--- src/rtl/nucore_pkg.sv ---
// -----------------------------------------------------------------------------
// nucore_pkg
// Shared definitions for the nucore instruction path: opcode encodings, bit
// positions of the fields inside a 39-bit queue word, and the state type of
// the fetch sequencer. Imported by the fetch controller, the field decoder and
// (later) the execution unit, so field layout lives in exactly one place.
// -----------------------------------------------------------------------------
package nucore_pkg;

  // Instruction opcodes (word bits [38:36])
  localparam logic [2:0] OP_RST  = 3'b000;
  localparam logic [2:0] OP_STA  = 3'b001;
  localparam logic [2:0] OP_STB  = 3'b010;
  localparam logic [2:0] OP_ADD  = 3'b011;
  localparam logic [2:0] OP_AND  = 3'b110;
  localparam logic [2:0] OP_HALT = 3'b111;

  // Field positions inside the instruction word.
  // regb deliberately overlaps the top nibble of imm: the execution unit
  // picks whichever interpretation the opcode needs.
  localparam int OPCODE_MSB = 38;
  localparam int OPCODE_LSB = 36;
  localparam int REGA_MSB   = 35;
  localparam int REGA_LSB   = 32;
  localparam int REGB_MSB   = 31;
  localparam int REGB_LSB   = 28;
  localparam int IMM_MSB    = 31;
  localparam int IMM_LSB    = 0;

  // Fetch sequencer states
  typedef enum logic [1:0] {
    ST_IDLE  = 2'd0,
    ST_FETCH = 2'd1,
    ST_ISSUE = 2'd2,
    ST_DONE  = 2'd3
  } fetch_state_t;

endpackage

--- src/rtl/inst_fetch_ctrl_if.sv ---
// -----------------------------------------------------------------------------
// inst_fetch_ctrl_if
// Bundles the two buses of the fetch controller:
//   - queue read port : memread, address (to queue), readdata (from queue,
//                       combinational answer in the same cycle)
//   - issue port      : issue_valid / issue_ready handshake plus the decoded
//                       fields opcode, rega, regb, imm and issue_addr
// Modports:
//   master - the fetch controller (drives memread/address and the issue side)
//   slave  - the environment: queue plus execution datapath
// -----------------------------------------------------------------------------
interface inst_fetch_ctrl_if #(
  parameter int ADDR_W = 6,
  parameter int INST_W = 39
);

  // queue read port
  logic              memread;
  logic [ADDR_W-1:0] address;
  logic [INST_W-1:0] readdata;

  // issue port
  logic              issue_valid;
  logic              issue_ready;
  logic [2:0]        opcode;
  logic [3:0]        rega;
  logic [3:0]        regb;
  logic [31:0]       imm;
  logic [ADDR_W-1:0] issue_addr;

  modport master (
    output memread,
    output address,
    input  readdata,
    output issue_valid,
    input  issue_ready,
    output opcode,
    output rega,
    output regb,
    output imm,
    output issue_addr
  );

  modport slave (
    input  memread,
    input  address,
    output readdata,
    input  issue_valid,
    output issue_ready,
    input  opcode,
    input  rega,
    input  regb,
    input  imm,
    input  issue_addr
  );

endinterface

--- src/rtl/inst_field_decode.sv ---
// -----------------------------------------------------------------------------
// inst_field_decode
// Purely combinational split of a queue word into its instruction fields.
// Kept as its own module so the execution unit can reuse the same layout.
// Ports:
//   word   in  INST_W  raw instruction word
//   opcode out 3       bits [38:36]
//   rega   out 4       bits [35:32]
//   regb   out 4       bits [31:28]
//   imm    out 32      bits [31:0]
// -----------------------------------------------------------------------------
module inst_field_decode
  import nucore_pkg::*;
#(
  parameter int INST_W = 39
) (
  input  logic [INST_W-1:0] word,
  output logic [2:0]        opcode,
  output logic [3:0]        rega,
  output logic [3:0]        regb,
  output logic [31:0]       imm
);

  assign opcode = word[OPCODE_MSB:OPCODE_LSB];
  assign rega   = word[REGA_MSB:REGA_LSB];
  assign regb   = word[REGB_MSB:REGB_LSB];
  assign imm    = word[IMM_MSB:IMM_LSB];

endmodule

--- src/rtl/inst_fetch_ctrl.sv ---
// -----------------------------------------------------------------------------
// inst_fetch_ctrl
// Walks the 64-entry instruction queue from a start address and presents each
// decoded instruction to the execution datapath over a valid/ready handshake.
// Owns the program counter, end-of-program detection, HALT decode and the
// per-run issue/stall statistics.
//
// Ports:
//   clk          in   system clock, rising edge
//   rst_n        in   asynchronous active-low reset
//   start        in   one-cycle pulse starting a run (ignored while busy)
//   start_addr   in   first queue address, sampled with start
//   abort        in   ends the run immediately, highest priority
//   bus          if   master side of inst_fetch_ctrl_if (queue read port and
//                     issue handshake with decoded fields)
//   busy         out  run in progress (FETCH or ISSUE)
//   done         out  run finished normally, held until the next start
//   inst_count   out  instructions accepted by the datapath this run
//   stall_count  out  cycles with valid && !ready this run, saturating
// -----------------------------------------------------------------------------
module inst_fetch_ctrl
  import nucore_pkg::*;
#(
  parameter int                ADDR_W   = 6,
  parameter int                INST_W   = 39,
  parameter logic [ADDR_W-1:0] END_ADDR = ADDR_W'(40),
  parameter logic [2:0]        HALT_OP  = OP_HALT
) (
  input  logic               clk,
  input  logic               rst_n,
  input  logic               start,
  input  logic [ADDR_W-1:0]  start_addr,
  input  logic               abort,
  inst_fetch_ctrl_if.master  bus,
  output logic               busy,
  output logic               done,
  output logic [6:0]         inst_count,
  output logic [15:0]        stall_count
);

  localparam logic [ADDR_W-1:0] TOP_ADDR = {ADDR_W{1'b1}};

  fetch_state_t      state;
  fetch_state_t      state_next;
  logic [ADDR_W-1:0] pc;
  logic [INST_W-1:0] ir;
  logic [ADDR_W-1:0] issue_addr_q;
  logic              issue_valid_q;
  logic              memread;
  logic [ADDR_W-1:0] address;
  logic              handshake;
  logic              last_addr;
  logic              rd_halt;

  // The word currently on readdata (fetch or prefetch) is a HALT
  assign rd_halt   = (bus.readdata[OPCODE_MSB:OPCODE_LSB] == HALT_OP);
  assign handshake = (state == ST_ISSUE) && bus.issue_ready;
  // Run ends at END_ADDR, or at the top of the queue for runs started past it,
  // so the pc never has to wrap inside a run
  assign last_addr = (issue_addr_q == END_ADDR) || (issue_addr_q == TOP_ADDR);

  // ---------------------------------------------------------------------------
  // State register
  // ---------------------------------------------------------------------------
  always_ff @(posedge clk or negedge rst_n) begin
    if (!rst_n) begin
      state <= ST_IDLE;
    end else begin
      state <= state_next;
    end
  end

  // ---------------------------------------------------------------------------
  // Next-state logic; abort overrides start and any same-cycle handshake
  // ---------------------------------------------------------------------------
  always_comb begin
    state_next = state;
    if (abort) begin
      state_next = ST_IDLE;
    end else begin
      case (state)
        ST_IDLE, ST_DONE: begin
          if (start) begin
            state_next = ST_FETCH;
          end
        end
        ST_FETCH: begin
          state_next = rd_halt ? ST_DONE : ST_ISSUE;
        end
        ST_ISSUE: begin
          if (handshake && (last_addr || rd_halt)) begin
            state_next = ST_DONE;
          end
        end
        default: state_next = ST_IDLE;
      endcase
    end
  end

  // ---------------------------------------------------------------------------
  // Output logic: the queue port reads at pc in FETCH and keeps prefetching
  // the next word throughout ISSUE so back-to-back issue needs no extra cycle
  // ---------------------------------------------------------------------------
  always_comb begin
    memread = 1'b0;
    address = pc;
    if ((state == ST_FETCH) || (state == ST_ISSUE)) begin
      memread = 1'b1;
    end
  end

  // ---------------------------------------------------------------------------
  // Datapath: pc, instruction register, presented address and statistics.
  // Counters only change while not aborting so an abort freezes them.
  // ---------------------------------------------------------------------------
  always_ff @(posedge clk or negedge rst_n) begin
    if (!rst_n) begin
      pc           <= '0;
      ir           <= '0;
      issue_addr_q <= '0;
      inst_count   <= '0;
      stall_count  <= '0;
    end else if (!abort) begin
      case (state)
        ST_IDLE, ST_DONE: begin
          if (start) begin
            pc          <= start_addr;
            inst_count  <= '0;
            stall_count <= '0;
          end
        end
        ST_FETCH: begin
          ir           <= bus.readdata;
          issue_addr_q <= pc;
          pc           <= pc + ADDR_W'(1);
        end
        ST_ISSUE: begin
          if (bus.issue_ready) begin
            inst_count <= inst_count + 7'd1;
            if (!last_addr && !rd_halt) begin
              ir           <= bus.readdata;
              issue_addr_q <= pc;
              pc           <= pc + ADDR_W'(1);
            end
          end else if (stall_count != 16'hFFFF) begin
            stall_count <= stall_count + 16'd1;
          end
        end
        default: ;
      endcase
    end
  end

  // ---------------------------------------------------------------------------
  // Registered status flags, computed from the next state so they line up
  // with the state register without decode glitches
  // ---------------------------------------------------------------------------
  always_ff @(posedge clk or negedge rst_n) begin
    if (!rst_n) begin
      issue_valid_q <= 1'b0;
      busy          <= 1'b0;
      done          <= 1'b0;
    end else begin
      issue_valid_q <= (state_next == ST_ISSUE);
      busy          <= (state_next == ST_FETCH) || (state_next == ST_ISSUE);
      done          <= (state_next == ST_DONE);
    end
  end

  inst_field_decode #(
    .INST_W (INST_W)
  ) u_decode (
    .word   (ir),
    .opcode (bus.opcode),
    .rega   (bus.rega),
    .regb   (bus.regb),
    .imm    (bus.imm)
  );

  assign bus.memread     = memread;
  assign bus.address     = address;
  assign bus.issue_valid = issue_valid_q;
  assign bus.issue_addr  = issue_addr_q;

endmodule

--- src/flat_wrapper.sv ---
// flat-port wrapper written by rule: the top's interface ports become plain ports
module inst_fetch_ctrl_flat import nucore_pkg::*;
#(
  parameter int                ADDR_W   = 6,
  parameter int                INST_W   = 39,
  parameter logic [ADDR_W-1:0] END_ADDR = ADDR_W'(40),
  parameter logic [2:0]        HALT_OP  = OP_HALT
)
  (clk, rst_n, start, start_addr, abort, busy, done, inst_count, stall_count, bus_memread, bus_address, bus_readdata, bus_issue_valid, bus_issue_ready, bus_opcode, bus_rega, bus_regb, bus_imm, bus_issue_addr);
  inst_fetch_ctrl_if #(.ADDR_W(ADDR_W), .INST_W(INST_W)) bus_i ();
  input  logic clk;
  input  logic rst_n;
  input  logic start;
  input  logic [ADDR_W-1:0] start_addr;
  input  logic abort;
  output logic busy;
  output logic done;
  output logic [6:0] inst_count;
  output logic [15:0] stall_count;
  output wire logic [$bits(bus_i.memread)-1:0] bus_memread;
  output wire logic [$bits(bus_i.address)-1:0] bus_address;
  input wire logic [$bits(bus_i.readdata)-1:0] bus_readdata;
  output wire logic [$bits(bus_i.issue_valid)-1:0] bus_issue_valid;
  input wire logic [$bits(bus_i.issue_ready)-1:0] bus_issue_ready;
  output wire logic [$bits(bus_i.opcode)-1:0] bus_opcode;
  output wire logic [$bits(bus_i.rega)-1:0] bus_rega;
  output wire logic [$bits(bus_i.regb)-1:0] bus_regb;
  output wire logic [$bits(bus_i.imm)-1:0] bus_imm;
  output wire logic [$bits(bus_i.issue_addr)-1:0] bus_issue_addr;
  assign bus_memread = bus_i.memread;
  assign bus_address = bus_i.address;
  assign bus_i.readdata = bus_readdata;
  assign bus_issue_valid = bus_i.issue_valid;
  assign bus_i.issue_ready = bus_issue_ready;
  assign bus_opcode = bus_i.opcode;
  assign bus_rega = bus_i.rega;
  assign bus_regb = bus_i.regb;
  assign bus_imm = bus_i.imm;
  assign bus_issue_addr = bus_i.issue_addr;
  inst_fetch_ctrl #(.ADDR_W(ADDR_W), .INST_W(INST_W), .END_ADDR(END_ADDR), .HALT_OP(HALT_OP)) u_core (.clk(clk), .rst_n(rst_n), .start(start), .start_addr(start_addr), .abort(abort), .bus(bus_i), .busy(busy), .done(done), .inst_count(inst_count), .stall_count(stall_count));
endmodule
--- config.mk ---
export PLATFORM = sky130hd
export DESIGN_NAME = inst_fetch_ctrl_flat
export DESIGN_NICKNAME = d
export VERILOG_FILES = /design/src/rtl/nucore_pkg.sv /design/src/rtl/inst_fetch_ctrl_if.sv /design/src/rtl/inst_field_decode.sv /design/src/rtl/inst_fetch_ctrl.sv /design/src/flat_wrapper.sv
export SDC_FILE = /design/constraint.sdc
export NUM_CORES = 1
export LEC_CHECK = 0
export CORE_UTILIZATION = 60
export CTS_CLUSTER_DIAMETER = 200
export DETAILED_ROUTE_END_ITERATION = 8
export DONT_BUFFER_PORTS = 1
export GPL_TIMING_DRIVEN = 0
export PLACE_DENSITY = 0.72
export SETUP_SLACK_MARGIN = 0.02
export SLEW_MARGIN = 25
export SYNTH_ARGS = -nofsm -noshare
export SYNTH_HDL_FRONTEND = slang
export SYNTH_HIERARCHICAL = 1
export SYNTH_SLANG_ARGS = --single-unit
export TNS_END_PERCENT = 100
--- constraint.sdc ---
create_clock -name clk -period 2.9 [get_ports clk]
set_clock_uncertainty 0.2 [all_clocks]
set_input_delay 0.87 -clock clk [delete_from_list [all_inputs] [get_ports clk]]
set_output_delay 0.87 -clock clk [all_outputs]
set_load 0.03 [all_outputs]
==> metrics.md <==
| Metric | Value |
|---|---|
| Fin nets | `roughly 440` |
| Cells after synthesis | `roughly 370` |
| Async SR Flop Fraction | `1.00` |
| Max VDD drop | `approximately 0.00080 V` |
| Routed met2 length | `slightly above 4000 um` |
| Starting Density | `0.635` |
| Total of max-cap violations | `0` |
| HPWL Detailed | `about 6100 um` |
| Final Cycle Share | `0.949` |
| DRT Pass-1 Iters | `9` |
| Core area | `6460 um^2` |
| Arrival time at the worst endpoint | `between 1500 and 2000 ps` |
| Post-CTS setup buffer count | `0` |
| Top Layer Used | `met4` |
| Critical Path Start Type | `register` |
| Final hold vios | `0` |
| R2R Setup Slk | `about 270 ps` |
| Fmax | `0.363 GHz` |
| Sequential area share after synthesis | `0.482` |
| Antenna cells | `0` |
| Drt drc | `2` |
| Syn-to-layout area delta | `8.24%` |
| Vias in the first global route | `about 2,900` |
| Clk root buf | `clkbuf_8` |
| H-tree depth | `3` |
| PwrDens | `around 1200 nW/um^2` |
| Largest net degree at the start of global routing | `67` |
| Final wirelength | `around 8600 um` |
| Pleak | `between 1.5 and 2 nW` |
| Chip width | `~85 um` |
| Yosys warnings | `6` |
| WS Path Type | `register to primary output` |
| CTS Buffer Depth | `2` |
| DP Worst Slack | `~280 ps` |
| DRT met1 WL | `between 3000 and 4000 um` |
| Worst min path class | `input port to async pin` |
| Final setup fails | `0` |
| CTS sink count | `slightly below 80` |
| R2R cell count | `6` |
| Worst skew pair latency | `about 350 ps` |
| Unrepaired setup endpoints after global routing | `false` |
| Synth Area per Inst | `11.0 um^2` |
| DIE HEIGHT | `84.7 um` |
| Ys flop type | `dfrtp_1` |
| Crit path max fanout | `10` |
| Clock-pin slew on the worst setup and hold paths | `around 80 ps` |
| First-pass GRT wire length | `around 14,000 um` |
| Initial antenna violation count | `0` |
| Reg-to-reg startpoint | `u_core/stall_count[0]` |
| GRT overflow | `0` |
| Status | `complete, but fails checks` |
| Synth unique cells | `between 40 and 50` |
| CTS tree | `built` |
| Setup TNS | `0 ps` |
| Worst Setup SP | `u_core/state[0]` |
| Routed Antenna Nets | `0` |
| Vias post-DR | `just under 3,000` |
| Failing checks | `design-rule violations` |
| Syn nets | `431` |
| Min Tclk post-route | `roughly 2800 ps` |
| Via-to-Cell Ratio | `6.27` |
| Initial DRC Count | `between 200 and 300` |
| Post-DR wirelength/cell | `approximately 18 um` |
| Met3 wire length | `711 um` |
| Crit path capture type | `primary output` |
| TritonCTS Buffers | `9` |
| Total Routing Usage GR | `0.255` |
| Synth Cell Area | `a little over 4000 um^2` |
| Die footprint | `between 7000 and 8000 um^2` |
| Slew at the pin closest to its max-slew limit | `between 500 and 600 ps` |
| Fin. max-slew vios | `0` |
| Fraction of layout cells with a size suffix above 1 | `0.202` |
| Port buffer count | `0` |
| Synth Register Bits | `slightly below 80` |
| CP required | `~1800 ps` |
| Row count | `29` |
| Reg-to-reg critical path endpoint | `u_core/stall_count[13]` |
| Final setup margin | `149 ps` |
| Worst slew margin | `0.634` |
| Routability congestion estimate from global placement | `0.851` |
| Number of synthesized flops with an enable pin | `0` |
| Number of I/O pins | `132` |
## worst max path at each step
stage | endpoint | slack (ps) | depth (start not counted)
CTS | bus_memread | 20 | 4
floorplan | u_core/bus.issue_addr[3] | 540 | 5
detailed placement | u_core/ir[6] | 280 | 5
global placement | u_core/ir[8] | 320 | 5
finish | bus_memread | 150 | 4
global route | bus_memread | 30 | 4
## repair_timing
item,in CTS,in global routing
hold buffers,2,0
setup endpoints to repair,0,1
hold endpoints to repair,66,0
resized for setup,0,2
## cell families (layout without fill, tap and decap cells)
family	Yosys count	in the layout	synth area share
adders and majority gates	7	7	0.0214
buffers and inverters	72	90	0.110
muxes	48	48	0.132
AOI/OAI and AO/OA	62	62	0.112
and+or+nand+nor	106	106	0.142
DFF	79	79	0.482
## cell usage in the layout (no fill, tap or decap), types with 4 or more instances in the layout
cell / Yosys / routed
dfrtp_1: 79 / 79
buf_4: 47 / 47
mux2_1: 43 / 43
nand2_1: 25 / 25
nand3_1: 18 / 18
inv_1: 11 / 11
o21ai_0: 10 / 10
clkbuf_8: 0 / 9
a21oi_1: 9 / 9
clkbuf_1: 9 / 8
nor3_1: 8 / 8
nor4_1: 7 / 7
nor2_1: 7 / 7
nand4_1: 7 / 7
ha_1: 7 / 7
o31ai_1: 6 / 6
or4_1: 6 / 6
and3_1: 5 / 5
and2_1: 5 / 5
nand2b_1: 5 / 5
mux2_2: 5 / 5
o211ai_1: 4 / 4
a31oi_1: 4 / 4
## cell type report
type	instances	area, um^2
Timing Repair Buffer	2	37.5
Multi-Input combinational cell	223	1670
Clock inverter	7	78.8
Inverter	12	45.0
Fill cell	509	2020
Buffer	60	407
Sequential cell	79	1980
Clock buffer	9	124
Tap cell	77	96.3
## report_power, final
part / switching, mW / internal [mW] / total, mW
clock: 0.423 / 0.408 / 0.830
sequential: 0.645 / 1.54 / 2.18
combinational: 1.45 / 0.922 / 2.37
## routing by layer
layer	vias up	track usage
met5	-	0
met4	0	0.122
met3	20	0.0708
met2	146	0.408
met1	1410	0.323
li1	1366	-
## per-stage QoR
step / utilization / hold slack (ps) / instance area (um^2) / instances / total power [mW]
after floorplan: - / 265 / 4100 / 374 / 4.18
after global placement: 0.650 / 276 / 4200 / 451 / 4.48
after detailed placement: 0.650 / 282 / 4200 / 451 / 4.56
after CTS: 0.687 / 4.18 / 4440 / 469 / 5.43
after global routing: 0.687 / 4.45 / 4440 / 469 / 5.71
final: 0.687 / 19.4 / 4440 / 469 / 5.38
## cells in the mapped netlist (4+ instances only)
master / instances / area (um^2)
a21oi_1: 9 / 45.0
a31oi_1: 4 / 25.0
and2_1: 5 / 31.3
and3_1: 5 / 31.3
buf_4: 47 / 353
clkbuf_1: 9 / 33.8
dfrtp_1: 79 / 1980
ha_1: 7 / 87.6
inv_1: 11 / 41.3
mux2_1: 43 / 484
mux2_2: 5 / 56.3
nand2_1: 25 / 93.8
nand2b_1: 5 / 31.3
nand3_1: 18 / 90.1
nand4_1: 7 / 43.8
nor2_1: 7 / 26.3
nor3_1: 8 / 40.0
nor4_1: 7 / 43.8
o211ai_1: 4 / 30.0
o21ai_0: 10 / 50.1
o31ai_1: 6 / 45.0
or4_1: 6 / 45.0
## flip-flops by register name (all words and copies together) (netlist names), 2 cells and up
| signal | count |
|---|---|
| u_core/stall_count | 16 |
| u_core/bus.address | 6 |
| u_core/inst_count | 7 |
| u_core/bus.issue_addr | 6 |
| u_core/ir | 39 |
| u_core/state | 2 |
## critical path: stages (launching register included)
cell	delay, ps
dfrtp_1	390
inv_1	70
ha_1	340
clkbuf_2	200
inv_1	340
Power figures use the tool's default switching activity.
